--- src/rtl/adc_emulator_pkg.sv ---
// Shared constants for the serial ADC emulator: source modes, FSM encodings and frame length.
package adc_emu_pkg;

  localparam int FRAME_BITS = 16;

  localparam logic [1:0] MODE_CONST  = 2'd0;
  localparam logic [1:0] MODE_SAW    = 2'd1;
  localparam logic [1:0] MODE_SQUARE = 2'd2;
  localparam logic [1:0] MODE_EXT    = 2'd3;

  localparam logic [1:0] ST_IDLE  = 2'd0;
  localparam logic [1:0] ST_SHIFT = 2'd1;
  localparam logic [1:0] ST_TRAIL = 2'd2;

endpackage

--- src/rtl/adc_emulator_if.sv ---
// Serial ADC link: the receiver (master) drives SCLK/CS, the emulator (slave) drives data and pad enable.
interface adc_emulator_if;

  logic adc_clk;
  logic adc_cs;
  logic adc_sd;
  logic adc_sd_oe;

  modport master (output adc_clk, output adc_cs, input adc_sd, input adc_sd_oe);
  modport slave  (input adc_clk, input adc_cs, output adc_sd, output adc_sd_oe);

endinterface

--- src/rtl/adc_emulator_sync_edge.sv ---
// Two-flop synchroniser for an asynchronous pin with registered one-cycle rise/fall pulses.
module sync_edge (
  input  logic clk,
  input  logic resetn,
  input  logic din,
  output logic rise,
  output logic fall
);

  logic [2:0] sync_r;

  // Synchronise the pin and compare the two oldest stages to produce edge pulses.
  always_ff @(posedge clk) begin
    if (!resetn) begin
      sync_r <= 3'b000;
      rise   <= 1'b0;
      fall   <= 1'b0;
    end else begin
      sync_r <= {sync_r[1:0], din};
      rise   <= sync_r[1] & ~sync_r[2];
      fall   <= ~sync_r[1] & sync_r[2];
    end
  end

endmodule

--- src/rtl/adc_emulator.sv ---
// Transmit end of the serial ADC link: shifts 4 leading zeros and a 12-bit sample MSB first
// on SCLK falling edges, with the sample taken from a pattern generator or an external word.
module adc_emulator
  import adc_emu_pkg::*;
#(
  parameter int                      SAMPLE_WIDTH = 12,
  parameter int                      LEAD_ZEROS   = 4,
  parameter int                      PHASE_W      = 16,
  parameter logic [SAMPLE_WIDTH-1:0] CONST_VALUE  = 12'h800
) (
  input  logic                    clk,
  input  logic                    resetn,
  adc_emulator_if.slave           link,
  input  logic [1:0]              mode,
  input  logic [PHASE_W-1:0]      phase_inc,
  input  logic [SAMPLE_WIDTH-1:0] ext_sample,
  output logic [SAMPLE_WIDTH-1:0] sample,
  output logic                    frame_done
);

  localparam int FRAME_LEN = LEAD_ZEROS + SAMPLE_WIDTH;
  localparam int CNT_W     = $clog2(FRAME_LEN);

  logic                    sclk_rise;
  logic                    sclk_fall;
  logic                    cs_rise;
  logic                    cs_fall;
  logic [1:0]              state_r;
  logic [FRAME_LEN-1:0]    shreg_r;
  logic [CNT_W-1:0]        bit_cnt_r;
  logic [PHASE_W-1:0]      phase_r;
  logic [SAMPLE_WIDTH-1:0] sample_r;
  logic                    sd_r;
  logic                    oe_r;
  logic                    frame_done_r;
  logic [SAMPLE_WIDTH-1:0] next_sample;

  sync_edge u_sclk_sync (
    .clk    (clk),
    .resetn (resetn),
    .din    (link.adc_clk),
    .rise   (sclk_rise),
    .fall   (sclk_fall)
  );

  sync_edge u_cs_sync (
    .clk    (clk),
    .resetn (resetn),
    .din    (link.adc_cs),
    .rise   (cs_rise),
    .fall   (cs_fall)
  );

  // Select the word for the next frame from the pre-increment phase.
  always_comb begin
    next_sample = CONST_VALUE;
    case (mode)
      MODE_CONST:  next_sample = CONST_VALUE;
      MODE_SAW:    next_sample = phase_r[PHASE_W-1 -: SAMPLE_WIDTH];
      MODE_SQUARE: begin
        if (phase_r[PHASE_W-1]) begin
          next_sample = {SAMPLE_WIDTH{1'b1}};
        end else begin
          next_sample = {SAMPLE_WIDTH{1'b0}};
        end
      end
      MODE_EXT:    next_sample = ext_sample;
      default:     next_sample = CONST_VALUE;
    endcase
  end

  // Frame FSM: a CS fall always restarts a frame, so it beats a coincident SCLK fall.
  always_ff @(posedge clk) begin
    if (!resetn) begin
      state_r      <= ST_IDLE;
      shreg_r      <= {FRAME_LEN{1'b0}};
      bit_cnt_r    <= {CNT_W{1'b0}};
      phase_r      <= {PHASE_W{1'b0}};
      sample_r     <= {SAMPLE_WIDTH{1'b0}};
      sd_r         <= 1'b0;
      oe_r         <= 1'b0;
      frame_done_r <= 1'b0;
    end else begin
      frame_done_r <= 1'b0;
      if (cs_fall) begin
        sample_r  <= next_sample;
        shreg_r   <= {{LEAD_ZEROS{1'b0}}, next_sample};
        sd_r      <= 1'b0;
        bit_cnt_r <= {CNT_W{1'b0}};
        phase_r   <= phase_r + phase_inc;
        oe_r      <= 1'b1;
        state_r   <= ST_SHIFT;
      end else begin
        case (state_r)
          ST_IDLE: begin
            oe_r <= 1'b0;
            sd_r <= 1'b0;
          end
          ST_SHIFT: begin
            if (cs_rise) begin
              state_r <= ST_IDLE;
              oe_r    <= 1'b0;
              sd_r    <= 1'b0;
            end else if (sclk_fall) begin
              if (bit_cnt_r == CNT_W'(FRAME_LEN - 1)) begin
                sd_r         <= 1'b0;
                frame_done_r <= 1'b1;
                state_r      <= ST_TRAIL;
              end else begin
                shreg_r   <= {shreg_r[FRAME_LEN-2:0], 1'b0};
                sd_r      <= shreg_r[FRAME_LEN-2];
                bit_cnt_r <= bit_cnt_r + CNT_W'(1);
              end
            end else if (sclk_rise) begin
              // The receiver samples on this edge, so the data bit is held.
              sd_r <= sd_r;
            end else begin
              sd_r <= sd_r;
            end
          end
          ST_TRAIL: begin
            sd_r <= 1'b0;
            if (cs_rise) begin
              state_r <= ST_IDLE;
              oe_r    <= 1'b0;
            end else begin
              oe_r <= 1'b1;
            end
          end
          default: begin
            state_r <= ST_IDLE;
            oe_r    <= 1'b0;
            sd_r    <= 1'b0;
          end
        endcase
      end
    end
  end

  assign link.adc_sd    = sd_r;
  assign link.adc_sd_oe = oe_r;
  assign sample         = sample_r;
  assign frame_done     = frame_done_r;

endmodule

--- src/flat_wrapper.sv ---
// flat-port wrapper written by rule: the top's interface ports become plain ports
module adc_emulator_flat import adc_emu_pkg::*;
#(
  parameter int                      SAMPLE_WIDTH = 12,
  parameter int                      LEAD_ZEROS   = 4,
  parameter int                      PHASE_W      = 16,
  parameter logic [SAMPLE_WIDTH-1:0] CONST_VALUE  = 12'h800
)
  (clk, resetn, mode, phase_inc, ext_sample, sample, frame_done, link_adc_clk, link_adc_cs, link_adc_sd, link_adc_sd_oe);
  adc_emulator_if link_i ();
  input  logic clk;
  input  logic resetn;
  input  logic [1:0] mode;
  input  logic [PHASE_W-1:0] phase_inc;
  input  logic [SAMPLE_WIDTH-1:0] ext_sample;
  output logic [SAMPLE_WIDTH-1:0] sample;
  output logic frame_done;
  input wire logic [$bits(link_i.adc_clk)-1:0] link_adc_clk;
  input wire logic [$bits(link_i.adc_cs)-1:0] link_adc_cs;
  output wire logic [$bits(link_i.adc_sd)-1:0] link_adc_sd;
  output wire logic [$bits(link_i.adc_sd_oe)-1:0] link_adc_sd_oe;
  assign link_i.adc_clk = link_adc_clk;
  assign link_i.adc_cs = link_adc_cs;
  assign link_adc_sd = link_i.adc_sd;
  assign link_adc_sd_oe = link_i.adc_sd_oe;
  adc_emulator #(.SAMPLE_WIDTH(SAMPLE_WIDTH), .LEAD_ZEROS(LEAD_ZEROS), .PHASE_W(PHASE_W), .CONST_VALUE(CONST_VALUE)) u_core (.clk(clk), .resetn(resetn), .link(link_i), .mode(mode), .phase_inc(phase_inc), .ext_sample(ext_sample), .sample(sample), .frame_done(frame_done));
endmodule
--- config.mk ---
export PLATFORM = sky130hd
export DESIGN_NAME = adc_emulator_flat
export DESIGN_NICKNAME = d
export VERILOG_FILES = /design/src/rtl/adc_emulator_pkg.sv /design/src/rtl/adc_emulator_if.sv /design/src/rtl/adc_emulator_sync_edge.sv /design/src/rtl/adc_emulator.sv /design/src/flat_wrapper.sv
export SDC_FILE = /design/constraint.sdc
export NUM_CORES = 1
export LEC_CHECK = 0
export BUFFER_PORTS_ARGS = -buffer_cell sky130_fd_sc_hd__buf_4
export CELL_PAD_IN_SITES_DETAIL_PLACEMENT = 1
export CELL_PAD_IN_SITES_GLOBAL_PLACEMENT = 2
export CORE_MARGIN = 1
export CORE_UTILIZATION = 30
export DETAILED_ROUTE_END_ITERATION = 6
export GPL_ROUTABILITY_DRIVEN = 0
export GPL_TIMING_DRIVEN = 0
export MAX_ROUTING_LAYER = met4
export PLACE_DENSITY_LB_ADDON = 0.1
export SETUP_SLACK_MARGIN = 0.15
export SLEW_MARGIN = 20
export SYNTH_ARGS = -nofsm -noshare
export SYNTH_HDL_FRONTEND = slang
export SYNTH_SLANG_ARGS = --single-unit
--- constraint.sdc ---
create_clock -name clk -period 2.2 [get_ports clk]
set_clock_uncertainty 0.15 [all_clocks]
set_input_delay 0.22 -clock clk [delete_from_list [all_inputs] [get_ports clk]]
set_output_delay 0.22 -clock clk [all_outputs]
set_load 0.05 [all_outputs]
# Word-level counts from Yosys, hierarchy flattened
# Cells that the tools add are included.
# totals
reg_bits,61
output_inout_bits,15
elab_cells,75
# classes
addsub,2
n_eq_ne,16
muxes,19
n_bitwise,12
n_reduce_logical,11
# op_table
cell,n
$mux W12,6
$pmux W12 S4,1
$add A16 B16 Y16,1
$reduce_and A4 Y1,4
$ne A3 B3 Y1 const B,3
$not A1 Y1,9
$mux W2,4
$eq A2 B2 Y1 const B,3
$mux W1,6
$ne A2 B2 Y1 const B,3
$pmux W2 S3,1
$reduce_or A5 Y1,1
$add A4 B1 Y4 const B,1
$eq A2 B1 Y1 const B,2
$eq A4 B4 Y1 const B,1
$logic_not A2 Y1,2
$ne A4 B3 Y1 const B,1
$ne A4 B4 Y1 const B,1
$reduce_bool A2 Y1,2
$reduce_or A4 Y1,1
$and A1 B1 Y1,3
$ne A3 B2 Y1 const B,1
$ne A2 B1 Y1 const B,1
$pmux W1 S2,1
$reduce_or A2 Y1,1

# Logic depth before layout (Yosys ltp)
# logic_depth
ltp_word,6
ltp_mapped,8
ltp_nobuf,8

# Modules after synthesis
# A second synthesis with hierarchy kept.
# unflattened
hier_cells,366
area_unflattened_um2,3190.6
# by_module_without_submodules
module,n_inst,cells_each,area_each_um2,seq_area_each_um2
adc_emulator,1,346,2910.3,1041.0
sync_edge,2,10,140.1,100.1

# Least setup slack after synthesis
# OpenSTA, ideal clock, no wires.
# synth_path
path_kind,flip-flop to flip-flop
start,reg u_core.phase_r[0]
end,reg u_core.phase_r[14]
t_arrival_ns,1.826
required_time_ns,1.926
path_slack_ns,0.100
stages_incl_launch_ff,9
cell_sequence,dfxtp_1 -> ha_1 -> fa_1 -> a21oi_1 -> o21a_1 -> o21ai_2 -> a221oi_2 -> xor2_1 -> o21ai_1
# synth_between
elab_chain_len,1
# synth_rtl
element,line,text
"start, declared",adc_emulator.sv:31,logic [PHASE_W-1:0] phase_r;
"start signal, assigned",adc_emulator.sv:78,phase_r <= {PHASE_W{1'b0}};
"start signal, assigned",adc_emulator.sv:90,phase_r <= phase_r + phase_inc;
$add A16 B16 Y16,adc_emulator.sv:90,
# Every way passes these cells.
# A chain may end at the register's enable or synchronous reset.

# Worst setup path in the final report
# Same ends and word-level chain as after synthesis.

==> results.cfg <==
[cells_and_area]
area_growth_pct = 28.9
antenna-diode-count = 0
layout.area.seq_um2 = 1230
postLayoutCoreUtil_pct = 40.3
drive_gt1_share_pct = 22.7
fillers = 1277
multiInputGateArea_um2 = 2030
num-nets-final = 521

[placed_design]
dp_hpwl_mm = 7.04
io_buffers = 48

[logic_synthesis]
synthFlopType = dfxtp_1
netlist_instances = 403
synth_nets = 454
async_reset_ff_share_pct = 0
synth_area_per_cell_um2 = 8.08
synth_cell_types = 58
synth_seq_cells = 61
synth_enable_flop_cells = 0
syn_area_um2 = 3250
ys.warnings.count = 0
yosysSeqAreaShare_pct = 37.5

[setup_path]
worstPathMaxFanout = 3
worstReg2RegStart = u_core.phase_r[0]
startpoint_type = flop
criticalPathCategory = reg -> reg
crit_family = compound AO/OA/AOI/OAI gates
slowest_stage = fa_2
cpPeakStageDelay_ns = 0.37
worstPathArrival_ns = 2.22
end_kind = flop
path_cells = ha_4 -> fa_2 -> a21oi_2 -> o21a_2 -> o21ai_4 -> a221oi_2 -> xor2_1 -> o21ai_1
cp.required_ns = 2.27
crit_buf_inv = 0
cp-startpoint = u_core.phase_r[0]

[cts]
cts_sinks = 61
cts_tree = yes
htreeDepth = 3
insertion_delay_ns = 0.34
cts_buffer_depth = 2
clk_pin_slew_ns = 0.08
root_buffer = clkbuf_8
cts-buffers-inserted = 9

[route]
drc_errors = 0
ant_nets = 0
vias_per_cell = 4.97
routed_wl_mm = 9.44
dr.pass1.iters = 4
avgRoutedWirePerCell_um = 15.4
vias = 3034
drt-initial-drc-count = 65

[pwr]
p_leak_nw = 1.77
power_mw = 2.52
vdd_ir_drop_max_v = 0.000292
power_per_cell_area_nw_per_um2 = 602

[grt]
grt_pass1_wl_mm = 15.5
antenna_found_initial = 0
grt-ovfl-total = 0
track_usage_pct = 18.4
grt_max_degree = 12
first_global_vias = 3044

[die]
die_area_um2 = 11300
initial_utilization_pct = 31.2
die_y_um = 106
rows = 37
design.core.area_um2 = 10400
ios = 49
die_w_um = 106

[timing]
fmaxAchievable_mhz = 465
worstMarginPinSlew_ns = 0.715
fin_crit_ns = 2.15
slew_headroom_pct = 52.3
setup_viol = 0
post-route-period-util_pct = 97.8
rsz0062_at_grt = true
drv_slew = 0
final_hold_viol_count = 0

[min_path]
worstHoldPathType = in -> reg
hold_start = mode[1]

[job]
drv_cap = 0

[status]
outcome = finished, final reports clean
-- cell type report --
class | count | share of cell area (%)
tap | 136 | 4.06
timing repair buffer | 55 | 10.1
multi-input combinational | 319 | 48.4
clock buffer | 10 | 3.28
sequential | 61 | 29.2
inverter | 3 | 0.268
buffer | 21 | 2.63
clock inverter | 6 | 2.06
-- routing by layer --
layer | global-route usage (%) | vias to the layer above | share of wire [%]
met2 | 28.7 | 49 | 45
met4 | 3.87 | 0 | 0.67
met1 | 24.5 | 1444 | 50
met5 | - | - | 0
li1 | - | 1536 | -
met3 | 4.11 | 5 | 3.8
-- layout by cell type (no fill, tap or decap), drive strengths merged, types with 3 or more instances in the layout --
cell type   n
nand2      79
dfxtp      61
buf        60
a21oi      35
o21ai      35
nor2       27
clkbuf     24
and2       18
ha         16
nand3      14
nor2b      11
xor2        8
nand2b      6
nand4       6
xnor2       5
mux2i       5
a21o        5
nor3        4
o211ai      4
a21boi      4
and3        3
and3b       3
nand3b      3
inv         3
clkinv      3
-- where the power goes --
part	internal, mW	switching (mW)	total, mW
logic	0.114	0.144	0.258
clock network	0.666	0.465	1.13
registers	1.12	0.0115	1.13
total	1.90	0.621	2.52
-- per-stage QoR --
| stage | instances | hold WS [ns] | setup slack, ns | cell area [µm²] | TNS [ns] |
|---|---|---|---|---|---|
| after global routing | 611 | 0.0883 | -0.0792 | 4190 | -0.225 |
| after floorplan | 403 | 0.197 | 0.193 | 3260 | 0 |
| final | 611 | 0.0740 | 0.0474 | 4190 | 0 |
| after CTS | 608 | 0.0691 | -0.00194 | 4100 | -0.00194 |
| after global placement | 587 | 0.246 | -0.0659 | 3790 | -0.141 |
| after detailed placement | 587 | 0.256 | -0.0867 | 3790 | -0.199 |
-- worst register-to-register path: stages (launching register included) --
cell and delay (ns):
dfxtp_2 0.34, ha_4 0.16, fa_2 0.37, a21oi_2 0.18
o21a_2 0.19, o21ai_4 0.09, a221oi_2 0.28, xor2_1 0.19
o21ai_1 0.07
-- flip-flops by register name, indices dropped and copies added (netlist names) --
name	count
u_core.u_sclk_sync.fall	1
u_core.link.adc_sd	1
u_core.phase_r	16
u_core.u_cs_sync.rise	1
u_core.sample	12
u_core.frame_done	1
u_core.u_cs_sync.sync_r	3
u_core.u_cs_sync.fall	1
u_core.state_r	2
u_core.link.adc_sd_oe	1
u_core.u_sclk_sync.sync_r	3
u_core.bit_cnt_r	4
u_core.shreg_r	15
-- logic make-up (layout without fill, tap and decap cells) --
logic type,count (synthesis),in the layout,synth area share [%]
adder cells (fa/ha/maj),17,17,6.77
AND/OR/NAND/NOR,183,184,27.8
XOR/XNOR,13,13,3.50
multiplexers,5,5,1.54
buffers and inverters,24,95,3.65
AO/OA/AOI/OAI,100,100,19.2
flip-flops,61,61,37.5
-- cells in the mapped netlist (3+ instances only) --
library cell	instances	area share, %
nand3b_1	3	0.69
nand4_1	5	0.96
mux2i_1	5	1.5
nand3_1	14	2.2
clkbuf_1	13	1.5
a21boi_0	3	0.69
nor2_1	25	2.9
nand2_1	79	9.1
inv_1	3	0.35
and2_1	18	3.5
a21o_1	5	1.2
xnor2_1	5	1.3
nor2b_1	11	2.1
buf_2	4	0.62
ha_1	16	6.2
dfxtp_1	61	38
o21ai_1	5	0.77
and3b_1	3	0.81
nand2b_1	6	1.2
a21oi_1	34	5.2
o21ai_0	28	4.3
xor2_1	8	2.2
nor3_1	4	0.62
and3_1	3	0.58
o211ai_1	3	0.69
-- worst paths after layout --
check	slack, ns	endpoint	depth (start not counted)
hold reg to reg	0.26	u_core.u_sclk_sync.fall	1
setup reg to reg	0.05	u_core.phase_r[14]	8
setup / recovery	0.05	u_core.phase_r[14]	8
hold / removal	0.07	u_core.sample[1]	3
-- repair_timing --
action	in CTS	in global routing
setup endpoints to repair	7	9
endpoints found under the hold margin	2	0
cloned	0	1
pin swaps	11	15
hold buffers	2	0
buffers inserted	3	2
gates resized for setup	9	19
No activity file was read; power rests on OpenSTA's default activity.
